File: config.mk
export PLATFORM = sky130hd
export DESIGN_NAME = jt051937_draw
export DESIGN_NICKNAME = d
export VERILOG_FILES = /design/src/rtl/jt051937_draw.sv
export SDC_FILE = /design/constraint.sdc
export NUM_CORES = 1
export LEC_CHECK = 0
export CAP_MARGIN = 20
export CORE_ASPECT_RATIO = 0.8
export CORE_MARGIN = 10
export CORE_UTILIZATION = 43
export CTS_BUF_LIST = sky130_fd_sc_hd__clkbuf_16
export DETAILED_ROUTE_END_ITERATION = 8
export PLACE_DENSITY = 0.69
export SYNTH_ARGS = -nofsm -noshare
export SYNTH_HDL_FRONTEND = slang
export SYNTH_SLANG_ARGS = --single-unit
File: constraint.sdc
create_clock -name clk -period 2.5 [get_ports clk]
set_input_delay 0.25 -clock clk [delete_from_list [all_inputs] [get_ports clk]]
set_output_delay 0.25 -clock clk [all_outputs]
set_load 0.02 [all_outputs]
File: src/rtl/jt051937_draw.sv
// Sprite tile-row drawer: fetches one 16-pixel 4bpp row from ROM, then writes the
// horizontally zoomed and flipped opaque pixels into the line buffer.
module jt051937_draw #(
    parameter int          MAXPXL    = 256,
    parameter logic [11:0] ZERO_STEP = 12'h040
) (
    input  logic        clk,
    input  logic        rst_n,
    input  logic        cen,
    input  logic        dr_start,
    output logic        dr_busy,
    input  logic [15:0] code,
    input  logic [6:0]  attr,
    input  logic        hflip,
    input  logic [8:0]  hpos,
    input  logic [3:0]  ysub,
    input  logic [11:0] hzoom,
    input  logic        hz_keep,
    output logic [20:0] rom_addr,
    output logic        rom_cs,
    input  logic        rom_ok,
    input  logic [31:0] rom_data,
    output logic [8:0]  buf_addr,
    output logic [10:0] buf_din,
    output logic        buf_we
);
    localparam int CW = $clog2(MAXPXL + 1);

    typedef enum logic [2:0] {IDLE, FETCH0, FETCH1, DRAW, DONE} state_t;

    state_t          state, state_nx;
    logic [15:0]     code_l;
    logic [3:0]      ysub_l;
    logic [6:0]      attr_l;
    logic            hflip_l, keep_l;
    logic [8:0]      hpos_l;
    logic [11:0]     step_l;
    logic [15:0][3:0] row;
    logic [9:0]      acc;
    logic [8:0]      xcur;
    logic [CW-1:0]   cnt;
    logic [12:0]     sum;
    logic [3:0]      src, pix;
    logic            fetch_ok, draw_end;

    // Wide sum so very large steps still register as crossing the tile end.
    always_comb begin
        sum      = 13'(acc) + 13'(step_l);
        src      = hflip_l ? ~acc[9:6] : acc[9:6];
        pix      = row[src];
        fetch_ok = rom_cs & rom_ok;
        draw_end = (sum >= 13'd1024) || (cnt == CW'(MAXPXL - 1));
    end

    always_ff @(posedge clk or negedge rst_n) begin
        if (!rst_n) state <= IDLE;
        else        state <= state_nx;
    end

    always_comb begin
        state_nx = state;
        if (cen) begin
            case (state)
                IDLE:    if (dr_start) state_nx = FETCH0;
                FETCH0:  if (fetch_ok) state_nx = FETCH1;
                FETCH1:  if (fetch_ok) state_nx = DRAW;
                DRAW:    if (draw_end) state_nx = DONE;
                DONE:    state_nx = IDLE;
                default: state_nx = IDLE;
            endcase
        end
    end

    always_ff @(posedge clk or negedge rst_n) begin
        if (!rst_n) begin
            dr_busy  <= 1'b0;
            rom_cs   <= 1'b0;
            rom_addr <= '0;
            buf_addr <= '0;
            buf_din  <= '0;
            buf_we   <= 1'b0;
            acc      <= '0;
            xcur     <= '0;
            cnt      <= '0;
            code_l   <= '0;
            ysub_l   <= '0;
            attr_l   <= '0;
            hflip_l  <= 1'b0;
            keep_l   <= 1'b0;
            hpos_l   <= '0;
            step_l   <= '0;
            row      <= '0;
        end else if (cen) begin
            buf_we <= 1'b0;
            case (state)
                IDLE: if (dr_start) begin
                    code_l   <= code;
                    ysub_l   <= ysub;
                    attr_l   <= attr;
                    hflip_l  <= hflip;
                    keep_l   <= hz_keep;
                    hpos_l   <= hpos;
                    step_l   <= (hzoom == 12'd0) ? ZERO_STEP : hzoom;
                    dr_busy  <= 1'b1;
                    rom_cs   <= 1'b1;
                    rom_addr <= {code, ysub, 1'b0};
                end
                FETCH0: if (fetch_ok) begin
                    row[7:0] <= rom_data;
                    rom_addr <= {code_l, ysub_l, 1'b1};
                end
                FETCH1: if (fetch_ok) begin
                    row[15:8] <= rom_data;
                    rom_cs    <= 1'b0;
                    cnt       <= '0;
                    // A continued tile inherits the leftover fraction and x position.
                    if (!keep_l) begin
                        acc  <= '0;
                        xcur <= hpos_l;
                    end
                end
                DRAW: begin
                    buf_addr <= xcur;
                    buf_din  <= {attr_l, pix};
                    buf_we   <= (pix != 4'd0);
                    xcur     <= xcur + 1'b1;
                    acc      <= sum[9:0];
                    cnt      <= cnt + 1'b1;
                end
                DONE:    dr_busy <= 1'b0;
                default: ;
            endcase
        end
    end
endmodule

## Yosys cells after proc, flatten, opt, wreduce, memory -nomap -nowiden

Cells that the tools add are included.

- $add $sub $neg: 3
- Order comparisons: 2
- Eq/ne operators: 10
- Mux-type cells: 25
- Bitwise logic cells: 2
- Reduce and logical (&&, ||, !) cells: 18

Operator list:

| kind | number |
|---|---|
| 21-bit 2-to-1 mux | 2 |
| 21-bit case mux with 2 select lines | 1 |
| 9-bit case mux with 2 select lines | 2 |
| 9-bit 2-to-1 mux | 3 |
| 10-bit 2-to-1 mux | 2 |
| 10-bit case mux with 2 select lines | 1 |
| 9-bit by 1-bit adder with 9-bit output (second input constant) | 2 |
| 4-bit binary-select mux with 4-bit select | 1 |
| 3-bit AND reduction | 5 |
| 10-bit by 12-bit adder with 13-bit output | 1 |
| 13-bit by 11-bit >= comparator with 1-bit output (second input constant) | 1 |
| 12-bit zero test | 1 |
| 12-bit 2-to-1 mux | 1 |
| 3-bit 2-to-1 mux | 4 |
| 3-bit case mux with 4 select lines | 1 |
| 4-bit AND reduction | 3 |
| 2-bit != test (second input constant) | 5 |
| 9-bit by 8-bit == test with 1-bit output (second input constant) | 1 |
| 4-bit 2-to-1 mux | 2 |
| 2-bit nonzero test | 4 |
| 3-bit by 2-bit == test with 1-bit output (second input constant) | 2 |
| 4-bit by 5-bit < comparator with 1-bit output (second input constant) | 1 |
| 5-bit AND reduction | 1 |
| 4-bit NOT | 1 |
| other kinds (9) | 12 |

- Register bits after elaboration: 189
- Bits of input ports: 87
- Output and inout port bits: 44
- Word-level logic and storage cells: 93

## Logic depth before layout (Yosys ltp)

- Word-level depth: 6
- Gate-level depth with buffers: 9
- Depth with buffers taken out: 9

## Least setup slack after synthesis

Ideal clock, no wire load.

- Kind: reg-to-reg
- Start: register step_l[0]
- End: register state[2]
- Library setup time: 121 ps
- Data arrival time: 2051 ps
- Slack: 328 ps
- Cell stages (with the launch flop): 10
- Buffers on the path: 0
- Cells stage by stage: dfrtp_1 > ha_1 > inv_1 > fa_1 > and2b_1 > o2111ai_1 > a311oi_1 > and4bb_1 > o21ai_1 > a22o_1

- Cells in the longest elaborated chain, start to end: 5

Ends and longest elaborated chain:

| item | line | RTL |
|---|---|---|
| start: declaration | 37 | `logic [11:0] step_l;` |
| start signal: assignment | 103 | `step_l <= (hzoom == 12'd0) ? ZERO_STEP : hzoom;` |
| 10-bit by 12-bit adder with 13-bit output | 48 | `sum = 13'(acc) + 13'(step_l);` |
| 13-bit by 11-bit >= comparator with 1-bit output | 52 | `draw_end = (sum >= 13'd1024) \|\| (cnt == CW'(MAXPXL - 1));` |
| 1-bit logical OR | 52 |  |
| 2-bit != test (no line) | n/a |  |
| 5-bit AND reduction (no line) | n/a |  |
| end signal: assignment | 57 | `else state <= state_nx;` |
| end: declaration | 31 | `state_t state, state_nx;` |

Every way passes these cells.
A chain may end at the register's enable or synchronous reset.

## Final worst setup path

Ends and elaborated chain as after synthesis.

==> flow_metrics.env <==
export IMPL_drt_iter0_drc=444
export IMPL_synthArstFlopShare=1.000
export IMPL_path_clk_slew_ns=0.08
export IMPL_finalNonFillerCells=1224
export IMPL_hold_path_class="in -> async"
export IMPL_area_growth_syn_to_layout_pct=23.79
export IMPL_drv_cap=0
export IMPL_grt_pass1_wl_um=36550
export IMPL_seq_area_frac_synth=0.5086
export IMPL_route_detailed_drc=0
export IMPL_core_mm2=0.02144
export IMPL_hold_violations=0
export IMPL_rsz0062_at_grt="no"
export IMPL_required_ns=2.82
export IMPL_num_rows=48
export IMPL_grt_ovfl_total=0
export IMPL_numCtsBuffers=17
export IMPL_synthAdderAreaFrac=0.01964
export IMPL_synth_top_family_by_area="multiplexers"
export IMPL_reg2reg_from="step_l[0]"
export IMPL_ir_worst_vdd_mv=0.5313
export IMPL_ys_ff_latch=189
export IMPL_synth_ff_type="dfrtp_1"
export IMPL_syn_num_nets=916
export IMPL_p_per_area_mw_per_mm2=1261
export IMPL_cts_setup_buffers=0
export IMPL_routed_via_density=5.417
export IMPL_maxSlewViolCount=0
export IMPL_start_kind="register"
export IMPL_final_common_cell="dfrtp_1"
export IMPL_hpwlAfterDp_um=15690
export IMPL_cts_root_buf="clkbuf_16"
export IMPL_netlist_area_mm2=0.009299
export IMPL_wl_um=22150
export IMPL_cts_htree_levels=4
export IMPL_cts_tree="yes"
export IMPL_synth_cells=815
export IMPL_antenna_diode_count=0
export IMPL_synthXorXnorAreaFrac=0.01130
export IMPL_initial_core_util=0.4337
export IMPL_post_route_period_util=0.9299
export IMPL_vias=6631
export IMPL_finClkSkew_ns=0.01296
export IMPL_io_pins=131
export IMPL_status="complete, no violations"
export IMPL_end_kind="register"
export IMPL_ant_nets=0
export IMPL_startpoint="step_l[0]"
export IMPL_r2r_cells=9
export IMPL_synth_compound_area_frac=0.1191
export IMPL_gp_congestion=0.8413
export IMPL_drt_wirelength_per_cell_um=18.09
export IMPL_syn_area_per_cell_um2=11.41
export IMPL_ys_types=57
export IMPL_die_area_mm2=0.02794
export IMPL_nets=1037
export IMPL_cp_arrival_ns=2.64
export IMPL_leakagePower_nw=5.013
export IMPL_max_slew_worst_pin_slew_ns=0.6830
export IMPL_clock_sinks=189
export IMPL_die_w_um=184.4
export IMPL_grt_max_degree=67
export IMPL_cts_max_path_buffers=2
export IMPL_grt_total_usage=0.1636
export IMPL_maxSlewHeadroom=0.5444
export IMPL_setup_tns_ns=0
export IMPL_io_buffers=130
export IMPL_clock_latency_ns=0.44
export IMPL_post_route_util=0.5369
export IMPL_muxShareOfSynthArea=0.2048
export IMPL_fmax_ghz=0.4301
export IMPL_dp_cells=1191
export IMPL_hold_slack_ns=0.3413
export IMPL_fin_crit_ns=2.325
export IMPL_cp_max_fo=3
export IMPL_synth_edf_count=0
export IMPL_most_common_layout_cells="dfrtp_1, clkdlybuf4s50_1, nand2_1"
export IMPL_setup_viol=0
export IMPL_grt_pass1_vias=6897
export IMPL_ys_warn_count=0
export IMPL_synth_simple_area_share=0.09405
export IMPL_drive_above_1_share=0.1454
export IMPL_drt_first_pass_iters=4
export IMPL_antenna_found_initial=0
export IMPL_crit_type="reg -> reg"
export IMPL_die_h_um=151.5
==> metal layers <==
metal / vias up / global-route usage / share of wire
li1: 3191 / - / -
met1: 3263 / 0.2234 / 0.48
met2: 163 / 0.2383 / 0.42
met3: 14 / 0.06840 / 0.095
met4: 0 / 0.03230 / 0.0063
met5: - / 0 / 0
==> cell type report <==
class,instances,area (µm²)
Fill cell,1849,9930
Sequential cell,189,4731
Multi-Input combinational cell,555,4197
Timing Repair Buffer,155,1570
Clock buffer,17,425.4
Tap cell,275,344.1
Clock inverter,15,176.4
Inverter,18,67.56
==> cells by family after synthesis <==
family / count (synthesis)
AO/OA/AOI/OAI: 163
XOR/XNOR: 12
adder cells (fa/ha/maj): 14
buffers and inverters: 71
flip-flops: 189
multiplexers: 177
AND/OR/NAND/NOR: 189
==> state kept, by name (all words and copies together) (netlist names), 4 cells and up <==
| signal | cells |
|---|---|
| acc | 10 |
| attr_l | 7 |
| buf_addr | 9 |
| buf_din | 11 |
| cnt | 9 |
| code_l | 16 |
| hpos_l | 9 |
| rom_addr | 21 |
| row | 64 |
| step_l | 12 |
| xcur | 9 |
| ysub_l | 4 |
==> report_power, final <==
group / internal [mW] / switching (mW) / total, mW / leakage [nW]
combinational: 3.04 / 3.11 / 6.15 / 2.40
clock: 1.52 / 1.29 / 2.80 / 0.290
sequential: 4.48 / 1.09 / 5.57 / 2.32
total: 9.04 / 5.48 / 14.5 / 5.01
==> through the flow <==
stage	setup slack, ns	power, mW	instance area, µm²
after floorplan	0.3278	9.785	9299
after global placement	0.2312	11.56	10890
after detailed placement	0.1750	11.73	10890
after CTS	0.1400	14.60	11500
after global routing	0.01951	15.53	11510
final	0.1752	14.52	11510
==> cells in the mapped netlist, types with 17 or more instances <==
cell	count	area, µm²
nand2_1	111	416.7
o21ai_0	35	175.2
nor2_1	23	86.33
a21oi_1	17	85.08
mux2i_1	71	710.7
o21ai_1	19	95.09
buf_2	20	100.1
dfrtp_1	189	4730
a22oi_1	28	210.2
mux2_1	38	427.9
inv_1	18	67.56
mux2_2	68	765.7
==> worst paths after layout <==
kind / to / slack, ns
setup / recovery: state[2] / 0.18
hold / removal: code_l[13] / 0.34
setup reg to reg: state[2] / 0.18
hold reg to reg: buf_din[5] / 0.47
max in group asynchronous: buf_din[6] / 1.33
min in group clk: attr_l[5] / 0.43
==> repair_timing <==
item,4_1_cts,5_1_grt
hold buffers,1,0
setup endpoints to repair,0,1
gates resized for setup,0,1
hold endpoints to repair,63,0
==> critical path, cell delays in order (launching register included) <==
cell	delay [ns]
dfrtp_1	0.35
ha_1	0.16
inv_1	0.05
fa_1	0.38
and2b_1	0.22
o2111ai_1	0.17
a311oi_2	0.30
and4bb_1	0.22
o21ai_1	0.10
a22o_1	0.25
Power figures use the tool's default switching activity.
